--- config.mk ---
export PLATFORM = sky130hd
export DESIGN_NAME = ni_local_rx
export DESIGN_NICKNAME = d
export VERILOG_FILES = /design/src/rtl/ni_local_rx.sv
export SDC_FILE = /design/constraint.sdc
export NUM_CORES = 1
export LEC_CHECK = 0
export BUFFER_PORTS_ARGS = -buffer_cell sky130_fd_sc_hd__buf_2
export CAP_MARGIN = 20
export CELL_PAD_IN_SITES_DETAIL_PLACEMENT = 2
export CELL_PAD_IN_SITES_GLOBAL_PLACEMENT = 2
export CORE_ASPECT_RATIO = 1.4
export CORE_UTILIZATION = 41
export CTS_CLUSTER_SIZE = 28
export DETAILED_ROUTE_END_ITERATION = 10
export GPL_TIMING_DRIVEN = 0
export PLACE_DENSITY = 0.88
export SYNTH_ARGS = -nofsm -noshare
export SYNTH_HDL_FRONTEND = slang
export SYNTH_SLANG_ARGS = --single-unit
--- constraint.sdc ---
create_clock -name clock -period 4.8 [get_ports clock]
set_clock_uncertainty 0.2 [all_clocks]
set_input_delay 0.24 -clock clock [delete_from_list [all_inputs] [get_ports clock]]
set_output_delay 0.24 -clock clock [all_outputs]
set_load 0.01 [all_outputs]
--- src/rtl/ni_local_rx.sv ---
// ni_local_rx
//   Receive stage behind the router LOCAL output port. It takes credit-flow-
//   controlled flits in the order header, size, payload. The header and size
//   go into a one-entry descriptor register. Payload flits go into a FIFO,
//   and each payload entry is tagged with a "last" bit.
//
// Ports
//   clock, reset        : single clock; synchronous active-high reset
//   rx, data_in         : flit valid / flit from router tx/data_out[LOCAL]
//   credit_o            : storage free, drives router credit_i[LOCAL]
//   hdr_valid/target/size, hdr_ack : packet descriptor handshake
//   pl_valid/data/last, pl_ready   : payload FIFO head handshake
//   rx_pkt_count        : completed packets since reset (wrapping)
module ni_local_rx #(
    parameter int FLIT_WIDTH = 16,
    parameter int FIFO_DEPTH = 8,
    parameter int CNT_WIDTH  = 16
) (
    input  logic                  clock,
    input  logic                  reset,
    input  logic                  rx,
    input  logic [FLIT_WIDTH-1:0] data_in,
    output logic                  credit_o,
    output logic                  hdr_valid,
    output logic [FLIT_WIDTH-1:0] hdr_target,
    output logic [FLIT_WIDTH-1:0] hdr_size,
    input  logic                  hdr_ack,
    output logic                  pl_valid,
    output logic [FLIT_WIDTH-1:0] pl_data,
    output logic                  pl_last,
    input  logic                  pl_ready,
    output logic [CNT_WIDTH-1:0]  rx_pkt_count
);

    localparam int AW = $clog2(FIFO_DEPTH);
    localparam logic [AW:0] DEPTH_C = FIFO_DEPTH[AW:0];

    typedef enum logic [1:0] {S_HEADER, S_SIZE, S_PAYLOAD} state_t;

    state_t                r_state, w_state_nxt;
    logic                  r_hdr_valid;
    logic [FLIT_WIDTH-1:0] r_hdr_target, r_hdr_size, r_remaining;
    logic [CNT_WIDTH-1:0]  r_pkt_cnt;

    logic [FLIT_WIDTH:0]   r_mem [FIFO_DEPTH];   // {last, data}
    logic [AW-1:0]         r_wr_ptr, r_rd_ptr;
    logic [AW:0]           r_count;

    logic w_credit, w_xfer, w_push, w_pop, w_last_flit;

    // Credit depends only on registered state. Reset forces it low so the
    // router never sees credit while we are being cleared.
    always_comb begin
        w_credit = 1'b0;
        case (r_state)
            S_HEADER:  w_credit = !r_hdr_valid;
            S_SIZE:    w_credit = 1'b1;
            S_PAYLOAD: w_credit = (r_count < DEPTH_C);
            default:   w_credit = 1'b0;
        endcase
    end

    assign credit_o    = w_credit && !reset;
    assign w_xfer      = rx && credit_o;
    assign w_last_flit = (r_remaining == FLIT_WIDTH'(1));
    assign w_push      = w_xfer && (r_state == S_PAYLOAD);
    assign w_pop       = pl_valid && pl_ready;

    always_comb begin
        w_state_nxt = r_state;
        if (w_xfer) begin
            case (r_state)
                S_HEADER:  w_state_nxt = S_SIZE;
                S_SIZE:    w_state_nxt = (data_in == '0) ? S_HEADER : S_PAYLOAD;
                S_PAYLOAD: w_state_nxt = w_last_flit ? S_HEADER : S_PAYLOAD;
                default:   w_state_nxt = S_HEADER;
            endcase
        end
    end

    always_ff @(posedge clock) begin
        if (reset) begin
            r_state      <= S_HEADER;
            r_hdr_valid  <= 1'b0;
            r_hdr_target <= '0;
            r_hdr_size   <= '0;
            r_remaining  <= '0;
            r_pkt_cnt    <= '0;
        end else begin
            r_state <= w_state_nxt;
            // A set from the size flit cannot collide with an ack. The header
            // was only accepted while hdr_valid was low.
            if (r_hdr_valid && hdr_ack)
                r_hdr_valid <= 1'b0;
            if (w_xfer) begin
                case (r_state)
                    S_HEADER: r_hdr_target <= data_in;
                    S_SIZE: begin
                        r_hdr_size  <= data_in;
                        r_remaining <= data_in;
                        r_hdr_valid <= 1'b1;
                        if (data_in == '0)
                            r_pkt_cnt <= r_pkt_cnt + CNT_WIDTH'(1);
                    end
                    S_PAYLOAD: begin
                        r_remaining <= r_remaining - FLIT_WIDTH'(1);
                        if (w_last_flit)
                            r_pkt_cnt <= r_pkt_cnt + CNT_WIDTH'(1);
                    end
                    default: ;
                endcase
            end
        end
    end

    // Payload FIFO. Storage is not reset; occupancy comes from the pointers and count only.
    always_ff @(posedge clock) begin
        if (w_push)
            r_mem[r_wr_ptr] <= {w_last_flit, data_in};
    end

    always_ff @(posedge clock) begin
        if (reset) begin
            r_wr_ptr <= '0;
            r_rd_ptr <= '0;
            r_count  <= '0;
        end else begin
            if (w_push) r_wr_ptr <= r_wr_ptr + AW'(1);
            if (w_pop)  r_rd_ptr <= r_rd_ptr + AW'(1);
            case ({w_push, w_pop})
                2'b10:   r_count <= r_count + (AW+1)'(1);
                2'b01:   r_count <= r_count - (AW+1)'(1);
                default: r_count <= r_count;
            endcase
        end
    end

    assign hdr_valid    = r_hdr_valid;
    assign hdr_target   = r_hdr_target;
    assign hdr_size     = r_hdr_size;
    assign pl_valid     = (r_count != '0);
    assign pl_data      = r_mem[r_rd_ptr][FLIT_WIDTH-1:0];
    assign pl_last      = r_mem[r_rd_ptr][FLIT_WIDTH];
    assign rx_pkt_count = r_pkt_cnt;

endmodule

==> results of run 1 <==
[final timing paths]
check,start,to,slack [ns],cells after the start
worst max-delay path,r_state[0],r_mem[6][2],0.97,9
worst min-delay path,rx,r_state[1],0.14,5
worst max register to register,r_state[0],r_mem[6][2],0.97,9
worst min register to register,hdr_target[9],hdr_target[9],0.26,2
[worst max-delay path: cells and delay by family, from the launching register on]
| kind | cells | cell delay, ns |
|---|---|---|
| buf+inv | 6 | 1.72 |
| flops | 1 | 0.34 |
| fa+ha+maj | 1 | 0.18 |
| simple gates | 2 | 1.08 |
[where the power goes]
group          internal, uW  switching [uW]  leakage (uW)
sequential             2000            26.4       0.00186
clock                   985             719      0.000338
combinational           124             232       0.00146
total                  3100             978       0.00367
[kinds of logic after synthesis]
| kind of cell | synth area share, % |
|---|---|
| buffers and inverters | 2.28 |
| xor gates and xnor gates | 0.789 |
| AOI/OAI and AO/OA | 9.04 |
| and+or+nand+nor | 11.1 |
| muxes | 11.0 |
| adders and majority gates | 1.83 |
| DFF | 64.0 |
[cell usage in the layout (no fill, tap or decap), types with 3 or more instances in the layout]
cell type / Yosys / final
dfxtp_1: 80 / 80
buf_1: 4 / 4
ha_1: 13 / 13
o22ai_1: 3 / 3
inv_1: 14 / 14
nor4bb_1: 3 / 3
a211oi_1: 5 / 5
o21ai_0: 19 / 19
clkbuf_1: 25 / 34
or3_1: 9 / 9
buf_2: 6 / 94
o31ai_1: 10 / 10
buf_4: 0 / 4
nand2_1: 76 / 76
a22oi_1: 3 / 3
nor3_2: 0 / 3
a31oi_1: 3 / 3
nand2b_1: 7 / 7
clkbuf_8: 0 / 3
edfxtp_1: 136 / 136
dlygate4sd3_1: 0 / 19
nor2b_1: 4 / 4
mux2_2: 18 / 18
xor2_1: 7 / 7
nand4_1: 6 / 6
nor3_1: 13 / 10
o21a_1: 3 / 3
clkbuf_16: 0 / 23
a21oi_1: 68 / 68
nor4_1: 6 / 5
buf_6: 1 / 7
nand3_1: 24 / 24
o2bb2ai_1: 3 / 3
or4_1: 9 / 9
nor2_1: 29 / 27
mux4_2: 34 / 34
[state kept, by name (all words and copies together) (netlist names), named ones only]
signal	cells
r_mem	136
hdr_size	16
hdr_target	16
r_remaining	16
rx_pkt_count	16
r_count	4
r_rd_ptr	3
r_wr_ptr	3
r_state	2
hdr_valid	1
[per-stage QoR]
| step | cell area, um^2 | hold WS, ns | power, uW |
|---|---|---|---|
| final | 10700 | 0.137 | 4080 |
| after global routing | 10700 | 0.162 | 4180 |
| after CTS | 10700 | 0.128 | 4110 |
| after detailed placement | 9820 | 0.258 | 2390 |
| after global placement | 9650 | 0.244 | 2360 |
| after floorplan | 8880 | 0.139 | 2250 |
[layout make-up]
cell class                      instances  area (um^2)
Fill cell                            2017        10500
Sequential cell                       216         5690
Multi-Input combinational cell        405         3030
Timing Repair Buffer                  119          758
Clock buffer                           36          656
Tap cell                              260          325
Buffer                                 36          150
Inverter                               14         52.6
Clock inverter                          3         42.5
[layer usage]
layer / vias up / routed length (um) / global-route usage, %
li1: 2837 / - / -
met1: 3406 / 11400 / 31.7
met2: 234 / 16000 / 51.4
met3: 73 / 1620 / 4.52
met4: 0 / 1150 / 10.6
met5: - / 0 / 0
[Yosys cell counts (all sizes together) (9+ instances only)]
cell,instances
nor2,29
nand3,24
or4,9
mux4,34
mux2,18
or3,9
o31ai,10
edfxtp,136
nand2,76
dfxtp,80
inv,14
clkbuf,25
nor3,13
ha,13
o21ai,19
a21oi,68
buf,11
==> flow_summary.toml, run 1 <==
[floorplan]
start_util_pct = 41.9
core-area_um2 = 21200
io_pins = 89
die_area_um2 = 22300
fp.dieW_um = 126
dieHeight_um = 176
row_count = 63

[setup_path]
max_stage_delay_ns = 0.70
cp-end-kind = "register"
critPathKind = "reg -> reg"
cp-start-kind = "register"
worstPathCellList = "inv_1, ha_1, buf_2, buf_1, buf_1, nand3_1, nor3b_2, buf_6, buf_6"
crit_fanout = 10
critPathSlowestCell = "nor3b_2"
cp.required_ns = 4.81
cp.arrival_ns = 3.84

[final_layout]
fin_nets = 848
area_growth_pct = 20.5
utilization_pct = 50.5
drive_gt1_share_pct = 24.5
fin_cells = 1089
num_antenna_cells = 0

[clock_tree]
clock_path_buffers = 3
cts_tree = "done"
numCtsBuffers = 22
clockRootBuffer = "clkbuf_16"
path_clk_slew_ns = 0.07
ctsHoldBuffers = 19
cts_resized = 0
ctsHtreeMaxLevel = 1
post_cts_buffers = 0
cts.sinks = 216
clkLatencyLatePin_ns = 0.51

[global_routing]
grt_pass1_wl_um = 45500
grt_max_degree = 15
track_usage_pct = 27.7
overflow = 0
grt_pass1_vias = 7245
antenna_found_initial = 0

[placement]
dp.cells = 1031
finalWeightedCongestion = 0.840
dp_hpwl_um = 20400
place_ws_ns = 1.02
io_buffers = 88

[power_and_ir_drop]
ir_drop_uv = 212
p_leak_uw = 0.00367
powerDensity_nw_per_um2 = 381

[flow_run]
drv_cap = 0

[sta]
fin_crit_ns = 3.83
layout_setup_ws_ns = 0.966
tightest_slew_ns = 0.946
hold_viol_final = 0
final.setup.tns_ns = 0
fin_crit_sh_pct = 79.9
rsz0062_at_grt = "no"
slew_headroom_pct = 36.4
drv_slew = 0
timing.fmax_mhz = 261
setup_viol = 0

[drt]
vias = 6550
ant_nets = 0
routed_wl_um = 30200
wl_per_cell_um = 27.7
drt_iter0_markers = 462
drtPass1Iterations = 5
vias_per_cell = 6.01
drc = 0

[synthesis]
async_flop_share_pct = 0
seq_area_frac_synth_pct = 64.0
synth_area_per_cell_um2 = 13.2
synth_cell_type_count = 56
synth-edff-count = 136
synth_area_leader_cell = "edfxtp_1"
yosys-top-cells-area = "edfxtp_1, dfxtp_1, mux4_2"
netlist_instances = 671
netlist_area_um2 = 8880
syn-num-nets = 705
synthFlopType = "edfxtp_1"
synth_top_area_share_pct = 46.0
synth_seq_cells = 216
yosys_warnings = 0

[worst_hold_path]
hold_path_class = "in -> reg"

[outcome]
status = "finished clean"
Power figures use the tool's default switching activity.
==> run 2: changes to the inputs <==
CORE_UTILIZATION = 37   (was 41)
PLACE_DENSITY = 0.84   (was 0.88)
clock period = 3.5 ns   (was 4.8 ns; I/O delays follow)
==> run 2 against run 1 <==
  * Clock power rose by 50%
  * Die area up 11%
  * Highest routed layer unchanged
  * Largest power group unchanged
  * Critical path type unchanged
  * Hold slack better by 0.0032 ns
  * Combinational power is 40% higher
  * Critical endpoint is now r_mem[7][1]
  * Utilization is 3.7 points lower
  * First-iteration DRC count shrank 7.4%
==> flow_summary.toml, run 2 (synthesis gave the netlist of run 1 again) <==
[floorplan]
fp.dieW_um = 133
io_pins = 89
dieHeight_um = 185
die_area_um2 = 24600
start_util_pct = 38.0
core-area_um2 = 23400
row_count = 66

[sta]
setup_viol = 0
whs_ns = 0.140
timing.fmax_mhz = 294
slew_headroom_pct = 28.2
fin_crit_ns = 3.41
fin_crit_sh_pct = 97.3
tightest_slew_ns = 1.07
drv_slew = 0
hold_viol_final = 0
final.setup.tns_ns = 0
rsz0062_at_grt = "no"

[drt]
wl_per_cell_um = 26.8
vias = 6496
drc = 0
ant_nets = 0
drt_iter0_markers = 428
routed_wl_um = 30500
drtPass1Iterations = 4
vias_per_cell = 5.70

[setup_path]
crit_fanout = 12
cp-end-kind = "register"
cp.arrival_ns = 3.41
cp-start-kind = "register"
critPathKind = "reg -> reg"
cp.required_ns = 3.51

[clock_tree]
path_clk_slew_ns = 0.06
clockRootBuffer = "clkbuf_16"
clock_path_buffers = 3
clkLatencyLatePin_ns = 0.51
ctsHtreeMaxLevel = 1
cts.sinks = 216
cts_tree = "done"
numCtsBuffers = 23

[power_and_ir_drop]
power_uw = 5820
powerDensity_nw_per_um2 = 532
p_sw_share_pct = 24.1
ir_drop_uv = 265
p_clk_share_pct = 43.8
p_int_uw = 4420
power_frac_seq_pct = 47.6
p_switching_uw = 1400
p_leak_uw = 0.00373
p_comb_share_pct = 8.6

[placement]
finalWeightedCongestion = 0.794
io_buffers = 88
dp.cells = 1075
dp_hpwl_um = 20100
place_area_um2 = 9910

[final_layout]
num_antenna_cells = 0
final_common_cell = "edfxtp_1"
regMostFlops = "r_mem"
multi_input_area_um2 = 3090
regArea_um2 = 5690
fin_area_um2 = 10900
largest_reg_flops = 136
fin_nets = 851
drive_gt1_share_pct = 25.5
fillers = 2311
fin_cells = 1139
area_growth_pct = 23.2
final_cell_mix = "edfxtp_1, buf_2, dfxtp_1"

[global_routing]
overflow = 0
antenna_found_initial = 0
use_met1_pct = 28.5
top_usage_layer = "met2"
grt_pass1_wl_um = 45700
use_met2_pct = 48.7
track_usage_pct = 25.3
grt_use_met3_pct = 3.83
grt_pass1_vias = 7207
grt_max_degree = 16

[flow_run]
drv_cap = 0

[outcome]
status = "finished clean"

[worst_hold_path]
hold_path_class = "in -> reg"
==> run 2: power by group through the flow <==
stage / registers, uW / clock network, uW / logic (uW)
after floorplan: 2820 / 0 / 263
after global placement: 2820 / 0 / 439
after detailed placement: 2820 / 0 / 463
after CTS: 2770 / 2580 / 496
after global routing: 2770 / 2670 / 536
final: 2770 / 2550 / 498
==> run 2: worst max-delay path, cell delays in order, from the launching register on <==
cell and delay, ns:
dfxtp_1 0.33, inv_1 0.13, ha_1 0.17, buf_2 0.21, buf_1 0.49, buf_2 0.36, nand3_1 0.35, nor2_2 0.61
buf_16 0.23
==> run 2: worst paths after layout <==
| check | startpoint | to | slack, ns | cells after the start |
|---|---|---|---|---|
| worst max-delay path | r_state[0] | r_mem[7][1] | 0.09 | 8 |
| worst min-delay path | rx | hdr_size[1] | 0.14 | 5 |
| worst max register to register | r_state[0] | r_mem[7][1] | 0.09 | 8 |
| worst min register to register | hdr_target[7] | hdr_target[7] | 0.25 | 2 |
==> run 2: per-layer routing <==
metal	part of all wire, %	vias up
met4	2.2	0
li1	-	2850
met2	55	221
met5	0	-
met1	38	3379
met3	4.8	46
==> run 2: stage by stage <==
stage,setup WS [ns],utilization [%]
after floorplan,0.0508,-
after global placement,-1.80,41.6
after detailed placement,-0.350,42.4
after CTS,0.0704,46.8
after global routing,0.00667,46.8
final,0.0942,46.8
==> run 2: what timing repair did <==
item                                    in CTS  in global routing
hold buffers                                19                  0
setup buffers                                4                  0
pin swaps                                    2                  0
endpoints found under the setup margin      86                  1
resized for setup                            6                  3
endpoints found under the hold margin      173                  0
==> run 2: area by class of cell <==
class,count,share of cell area (%)
Inverter,14,0.480
Clock buffer,26,5.36
Tap cell,306,3.50
Buffer,36,1.40
Timing Repair Buffer,121,7.36
Multi-Input combinational cell,405,28.2
Clock inverter,15,1.70
Sequential cell,216,52.0
